File: config.mk
export PLATFORM = sky130hd
export DESIGN_NAME = shift_arbiter
export DESIGN_NICKNAME = d
export VERILOG_FILES = /design/src/rtl/shift_arbiter_pkg.sv /design/src/rtl/shift_arbiter_rr_arb2.sv /design/src/rtl/shift_arbiter.sv
export SDC_FILE = /design/constraint.sdc
export NUM_CORES = 1
export LEC_CHECK = 0
export CORE_MARGIN = 4
export CORE_UTILIZATION = 55
export CTS_CLUSTER_SIZE = 16
export DETAILED_ROUTE_END_ITERATION = 8
export DONT_BUFFER_PORTS = 1
export PLACE_DENSITY = 0.77
export REMOVE_ABC_BUFFERS = 1
export SLEW_MARGIN = 15
export SYNTH_ARGS = -nofsm -noshare
export SYNTH_HDL_FRONTEND = slang
export SYNTH_SLANG_ARGS = --single-unit
File: constraint.sdc
create_clock -name clk -period 3.6 [get_ports clk]
set_clock_uncertainty 0.1 [all_clocks]
set_input_delay 0.9 -clock clk [delete_from_list [all_inputs] [get_ports clk]]
set_output_delay 0.9 -clock clk [all_outputs]
set_load 0.02 [all_outputs]
File: src/rtl/shift_arbiter_pkg.sv
// Shared constants and types for the shift arbiter: ALU_mode shift codes,
// requester ID tags and the request payload struct.
package shift_arbiter_pkg;

   localparam int DATA_W_DEF = 32;
   localparam int ID_W_DEF   = 1;
   localparam int SHAMT_W    = 6;
   localparam int MODE_W     = 4;
   localparam int STAT_W     = 16;

   // ALU_mode codes shared with the EX-stage ALU decoder
   localparam logic [MODE_W-1:0] ALU_SLL = 4'b0001;
   localparam logic [MODE_W-1:0] ALU_SRL = 4'b0101;
   localparam logic [MODE_W-1:0] ALU_SRA = 4'b1101;

   localparam logic REQ_ALU = 1'b0;
   localparam logic REQ_AUX = 1'b1;

   typedef struct packed {
      logic [DATA_W_DEF-1:0] operand;
      logic [SHAMT_W-1:0]    shamt;
      logic [MODE_W-1:0]     mode;
   } shift_req_t;

endpackage

File: src/rtl/shift_arbiter_rr_arb2.sv
// Combinational two-way round-robin grant. Contested cycles go to the
// requester that did not win the last accept.
module rr_arb2
   import shift_arbiter_pkg::*;
(
   input  logic valid0,
   input  logic valid1,
   input  logic last_grant,
   input  logic slot_free,
   output logic grant_valid,
   output logic grant_id,
   output logic ready0,
   output logic ready1
);

   always_comb begin
      grant_valid = valid0 | valid1;
      grant_id    = REQ_ALU;
      if (valid0 && valid1) begin
         grant_id = ~last_grant;
      end else if (valid1) begin
         grant_id = REQ_AUX;
      end
   end

   // Each ready is derived from its own valid and the shared grant only.
   assign ready0 = slot_free && valid0 && (grant_id == REQ_ALU);
   assign ready1 = slot_free && valid1 && (grant_id == REQ_AUX);

endmodule

File: src/rtl/shift_arbiter.sv
// Two-requester arbiter in front of a shared 32-bit barrel shifter with a
// one-entry tagged result slot. Optional counters: SHIFT_ARB_STATS_EN.
module shift_arbiter
   import shift_arbiter_pkg::*;
#(
   parameter int ID_W   = ID_W_DEF,
   parameter int DATA_W = DATA_W_DEF
) (
   input  logic               clk,
   input  logic               rst_n,
   input  logic               req0_valid,
   output logic               req0_ready,
   input  logic [DATA_W-1:0]  req0_operand,
   input  logic [SHAMT_W-1:0] req0_shamt,
   input  logic [MODE_W-1:0]  req0_mode,
   input  logic               req1_valid,
   output logic               req1_ready,
   input  logic [DATA_W-1:0]  req1_operand,
   input  logic [SHAMT_W-1:0] req1_shamt,
   input  logic [MODE_W-1:0]  req1_mode,
   output logic               resp_valid,
   input  logic               resp_ready,
   output logic [DATA_W-1:0]  resp_result,
   output logic [ID_W-1:0]    resp_id,
`ifdef SHIFT_ARB_STATS_EN
   output logic [STAT_W-1:0]  stat_grant0,
   output logic [STAT_W-1:0]  stat_grant1,
   output logic [STAT_W-1:0]  stat_stall,
`endif
   output logic               busy
);

   // Handshake: a request transfers on a rising edge where reqN_valid and
   // reqN_ready are both high; the result transfers where resp_valid and
   // resp_ready are both high. Requesters hold valid/payload until ready.
   logic               slot_free;
   logic               grant_valid;
   logic               grant_id;
   logic               last_grant;
   logic               accept;
   shift_req_t         sel;
   logic [DATA_W-1:0]  shift_res;
   logic [4:0]         sh;

   assign slot_free = !resp_valid || resp_ready;

   rr_arb2 u_arb (
      .valid0      (req0_valid),
      .valid1      (req1_valid),
      .last_grant  (last_grant),
      .slot_free   (slot_free),
      .grant_valid (grant_valid),
      .grant_id    (grant_id),
      .ready0      (req0_ready),
      .ready1      (req1_ready)
   );

   assign accept = grant_valid && slot_free;

   always_comb begin
      if (grant_id == REQ_AUX) begin
         sel = '{operand: req1_operand, shamt: req1_shamt, mode: req1_mode};
      end else begin
         sel = '{operand: req0_operand, shamt: req0_shamt, mode: req0_mode};
      end
   end

   // shamt[5] set means the whole word is shifted out.
   always_comb begin
      shift_res = sel.operand;
      sh        = sel.shamt[4:0];
      case (sel.mode)
         ALU_SLL: shift_res = sel.shamt[5] ? '0 : (sel.operand << sh);
         ALU_SRL: shift_res = sel.shamt[5] ? '0 : (sel.operand >> sh);
         ALU_SRA: shift_res = sel.shamt[5] ? {DATA_W{sel.operand[DATA_W-1]}}
                                           : DATA_W'($signed(sel.operand) >>> sh);
         default: shift_res = sel.operand;
      endcase
   end

   always_ff @(posedge clk or negedge rst_n) begin
      if (!rst_n) begin
         resp_valid  <= 1'b0;
         resp_result <= '0;
         resp_id     <= '0;
         last_grant  <= REQ_AUX;
      end else if (accept) begin
         resp_valid  <= 1'b1;
         resp_result <= shift_res;
         resp_id     <= ID_W'(grant_id);
         last_grant  <= grant_id;
      end else if (resp_ready) begin
         resp_valid  <= 1'b0;
      end
   end

   assign busy = resp_valid | req0_valid | req1_valid;

`ifdef SHIFT_ARB_STATS_EN
   always_ff @(posedge clk or negedge rst_n) begin
      if (!rst_n) begin
         stat_grant0 <= '0;
         stat_grant1 <= '0;
         stat_stall  <= '0;
      end else begin
         if (accept && grant_id == REQ_ALU) stat_grant0 <= stat_grant0 + 1'b1;
         if (accept && grant_id == REQ_AUX) stat_grant1 <= stat_grant1 + 1'b1;
         if (resp_valid && !resp_ready)    stat_stall  <= stat_stall + 1'b1;
      end
   end
`endif

endmodule

==> metrics.txt <==
# TYPE chip_impl_metric gauge
chip_impl_info{name="outcome",value="complete, no violations"} 1
chip_impl_metric{name="synth.avg_cell_area",unit="um^2"} 7.60
chip_impl_metric{name="number_of_enable_type_register_cells_in_the_synthesized_netlist",unit=""} 0
chip_impl_metric{name="cellPowerDensity",unit="nW/um^2"} 309
chip_impl_metric{name="fp.dieH",unit="um"} 130
chip_impl_metric{name="clkTransAtPathRegs",unit="ns"} 0.08
chip_impl_info{name="cp-end-kind",value="register"} 1
chip_impl_metric{name="net_count_final",unit=""} 1216
chip_impl_metric{name="synth-seq-area-share",unit="%"} 10.6
chip_impl_metric{name="io_pins",unit=""} 126
chip_impl_info{name="hold_path.class",value="in -> async"} 1
chip_impl_metric{name="power.static_leakage",unit="nW"} 3.77
chip_impl_metric{name="initial_standard_cell_utilization_of_the_core",unit="%"} 56.5
chip_impl_metric{name="max-clock-path-buffers",unit=""} 2
chip_impl_metric{name="gp_congestion",unit=""} 1.14
chip_impl_metric{name="cts_sinks",unit=""} 35
chip_impl_metric{name="timing.max_cap.violations",unit=""} 0
chip_impl_info{name="synth_area_leader_cell",value="sky130_fd_sc_hd__mux2i_1"} 1
chip_impl_metric{name="design.core.area",unit="um^2"} 14600
chip_impl_metric{name="area_delta_synth_final",unit="%"} 12.1
chip_impl_info{name="critical_path_class",value="in -> reg"} 1
chip_impl_metric{name="yosys.cell_types.count",unit=""} 76
chip_impl_metric{name="ys_warn_count",unit=""} 0
chip_impl_metric{name="buffer_ports.inserted",unit=""} 0
chip_impl_info{name="rsz_0062_raised_after_global_routing",value="no"} 1
chip_impl_metric{name="cts_max_level",unit=""} 2
chip_impl_metric{name="insertion_delay",unit="ns"} 0.31
chip_impl_metric{name="setup_total_negative_slack",unit="ns"} 0
chip_impl_info{name="worst_setup_path_start_kind",value="input pin"} 1
chip_impl_metric{name="syn-cell-area",unit="um^2"} 8240
chip_impl_metric{name="grt_pass1_vias",unit=""} 9408
chip_impl_info{name="library_cell_used_as_clock_root_buffer",value="sky130_fd_sc_hd__clkbuf_16"} 1
chip_impl_metric{name="finalMaxSlewViolations",unit=""} 0
chip_impl_metric{name="fmaxAchievable",unit="MHz"} 293
chip_impl_metric{name="cts_made_buffers",unit=""} 5
chip_impl_info{name="path_cells",value="a21boi_4, buf_4, mux2i_2, o21ai_1, a21oi_1, buf_4, o32ai_1, o21ai_0, a21oi_1"} 1
chip_impl_metric{name="wl_cell",unit="um"} 30.8
chip_impl_metric{name="globalRouteOverflowTotal",unit=""} 0
chip_impl_metric{name="worst_slew_pin_slew",unit="ns"} 0.804
chip_impl_metric{name="fin_ws",unit="ns"} 0.187
chip_impl_metric{name="totalWireLength",unit="um"} 40500
chip_impl_metric{name="die_x",unit="um"} 130
chip_impl_info{name="synth_common_cells",value="sky130_fd_sc_hd__mux2i_1 (165), sky130_fd_sc_hd__nand2_1 (125), sky130_fd_sc_hd__nor2_1 (93)"} 1
chip_impl_metric{name="worst-endpoint-required",unit="ns"} 3.66
chip_impl_metric{name="finish.cell_count_without_fillers",unit=""} 1312
chip_impl_info{name="cp_slowest_cell",value="sky130_fd_sc_hd__o21ai_0"} 1
chip_impl_metric{name="syn-instance-count",unit=""} 1085
chip_impl_metric{name="vdd_drop_max",unit="mV"} 0.187
chip_impl_info{name="synthMostInstantiatedCell",value="sky130_fd_sc_hd__mux2i_1"} 1
chip_impl_metric{name="asyncSetResetFlopFracSynth",unit="%"} 100
chip_impl_metric{name="postCtsSetupBuffers",unit=""} 0
chip_impl_metric{name="crit_arrival",unit="ns"} 3.47
chip_impl_metric{name="row_count",unit=""} 44
chip_impl_metric{name="largest_net_degree_at_the_start_of_global_routing",unit=""} 75
chip_impl_metric{name="drt-vias-per-instance",unit=""} 7.64
chip_impl_metric{name="drt_first_pass_iters",unit=""} 6
chip_impl_metric{name="total_placed_cells_including_tap_cells",unit=""} 1304
chip_impl_metric{name="postCtsResizedCells",unit=""} 0
chip_impl_metric{name="cts_hold_buffers",unit=""} 0
chip_impl_metric{name="critical_path.max_stage_delay",unit="ns"} 0.53
chip_impl_metric{name="antenna_found_initial",unit=""} 1
chip_impl_metric{name="placed_inst_area",unit="um^2"} 9100
chip_impl_metric{name="grtUsageTotal",unit="%"} 46.2
chip_impl_metric{name="timing.critical_path.fanout_max",unit=""} 8
chip_impl_metric{name="finalCritPeriodShare",unit="%"} 94.8
chip_impl_metric{name="ant_nets",unit=""} 0
chip_impl_metric{name="slew-limit-headroom",unit="%"} 46.3
chip_impl_info{name="synth_top_cells_by_area",value="sky130_fd_sc_hd__mux2i_1 (20%), sky130_fd_sc_hd__dfrtp_1 (10%), sky130_fd_sc_hd__mux2_2 (9.3%)"} 1
chip_impl_metric{name="netlist.area_leader.share",unit="%"} 20.0
chip_impl_info{name="cts_tree",value="yes"} 1
chip_impl_metric{name="drt_iter0_drc",unit=""} 1453
chip_impl_metric{name="period_needed",unit="ns"} 3.41
chip_impl_metric{name="antenna_cells",unit=""} 0
chip_impl_metric{name="drive_above_1_share",unit="%"} 22.4
chip_impl_metric{name="yosys_register_bits",unit=""} 35
chip_impl_info{name="dominantRegCellSynth",value="sky130_fd_sc_hd__dfrtp_1"} 1
chip_impl_metric{name="drcViolationCount",unit=""} 0
chip_impl_metric{name="setup_viol",unit=""} 0
chip_impl_metric{name="place.detailed.hpwl",unit="um"} 31000
chip_impl_metric{name="detailroute.via_count",unit=""} 10021
chip_impl_metric{name="layout.cell_area.non_filler",unit="um^2"} 9240
chip_impl_metric{name="die-area",unit="um^2"} 17000
chip_impl_metric{name="placement.setup.worst_slack",unit="ns"} 0.0799
chip_impl_metric{name="global_route_wire_length_before_repair",unit="um"} 59200
chip_impl_metric{name="final-hold-violation-count",unit=""} 0
logic make-up after synthesis:
| kind of cell | Yosys count | synth area share, % |
|---|---|---|
| simple gates | 363 | 19.8 |
| mux | 256 | 35.3 |
| compound gates | 325 | 27.3 |
| flops | 35 | 10.6 |
| buf+inv | 106 | 7.03 |
final timing paths:
kind | to | slack [ns] | depth (start not counted) | from
max in group asynchronous | last_grant | 3.06 | 0 | rst_n
min | resp_valid | 0.17 | 0 | rst_n
max | resp_result[19] | 0.19 | 9 | req1_valid
min in group clk | last_grant | 0.46 | 1 | last_grant
min reg2reg | last_grant | 0.46 | 1 | last_grant
max reg2reg | resp_result[8] | 0.26 | 9 | last_grant
sequential cells by signal, indices dropped and copies added (netlist names):
name / cells
last_grant: 1
resp_id: 1
resp_result: 32
resp_valid: 1
critical path, delay by kind of cell:
| kind | cells | cell delay [ns] |
|---|---|---|
| mux | 1 | 0.39 |
| buf+inv | 2 | 0.46 |
| compound gates | 6 | 1.71 |
cell usage in the layout, fill, tap and decap left out, types with 13 or more instances in the layout:
cell                         n
sky130_fd_sc_hd__o21ai_0    64
sky130_fd_sc_hd__a31oi_1    19
sky130_fd_sc_hd__mux4_2     19
sky130_fd_sc_hd__o22ai_1    22
sky130_fd_sc_hd__nand2_1   125
sky130_fd_sc_hd__mux2i_1   163
sky130_fd_sc_hd__nor2_1     92
sky130_fd_sc_hd__a211oi_1   28
sky130_fd_sc_hd__nor3_1     54
sky130_fd_sc_hd__o211ai_1   15
sky130_fd_sc_hd__mux2_2     68
sky130_fd_sc_hd__nand3_1    43
sky130_fd_sc_hd__dfrtp_1    34
sky130_fd_sc_hd__buf_4     123
sky130_fd_sc_hd__a221oi_1   13
sky130_fd_sc_hd__a21oi_1    69
area by class of cell:
cell class	instances	area, um^2
clock buffers	7	133
flip-flops and latches	35	877
clock inverters	1	5.00
inverters	7	26.3
fillers	1359	5350
well taps	184	230
multi-input cells	944	6830
repair buffers	134	1140
metrics by stage:
step | utilization (%) | hold slack (ns) | total power, W
floorplan | - | 0.422 | 0.00159
global placement | 62.4 | 0.448 | 0.00229
detailed placement | 62.4 | 0.454 | 0.00228
CTS | 63.3 | 0.175 | 0.00276
global route | 63.3 | 0.172 | 0.00292
finish | 63.3 | 0.170 | 0.00285
report_power, final:
group | switching, W | leakage, nW | internal (W)
combinational | 0.00100 | 3.31 | 0.000704
sequential | 0.000185 | 0.401 | 0.000473
clock | 0.000229 | 0.0679 | 0.000258
total | 0.00142 | 3.77 | 0.00143
routing by layer:
layer	part of all wire [%]	wire length (um)	global-route usage, %
met3	14	5810	14.6
met5	0.017	7	0
met1	39	15700	63.0
met4	4.9	1970	19.7
met2	42	17000	67.4
Note: power is estimated with default switching activity, not from simulation.
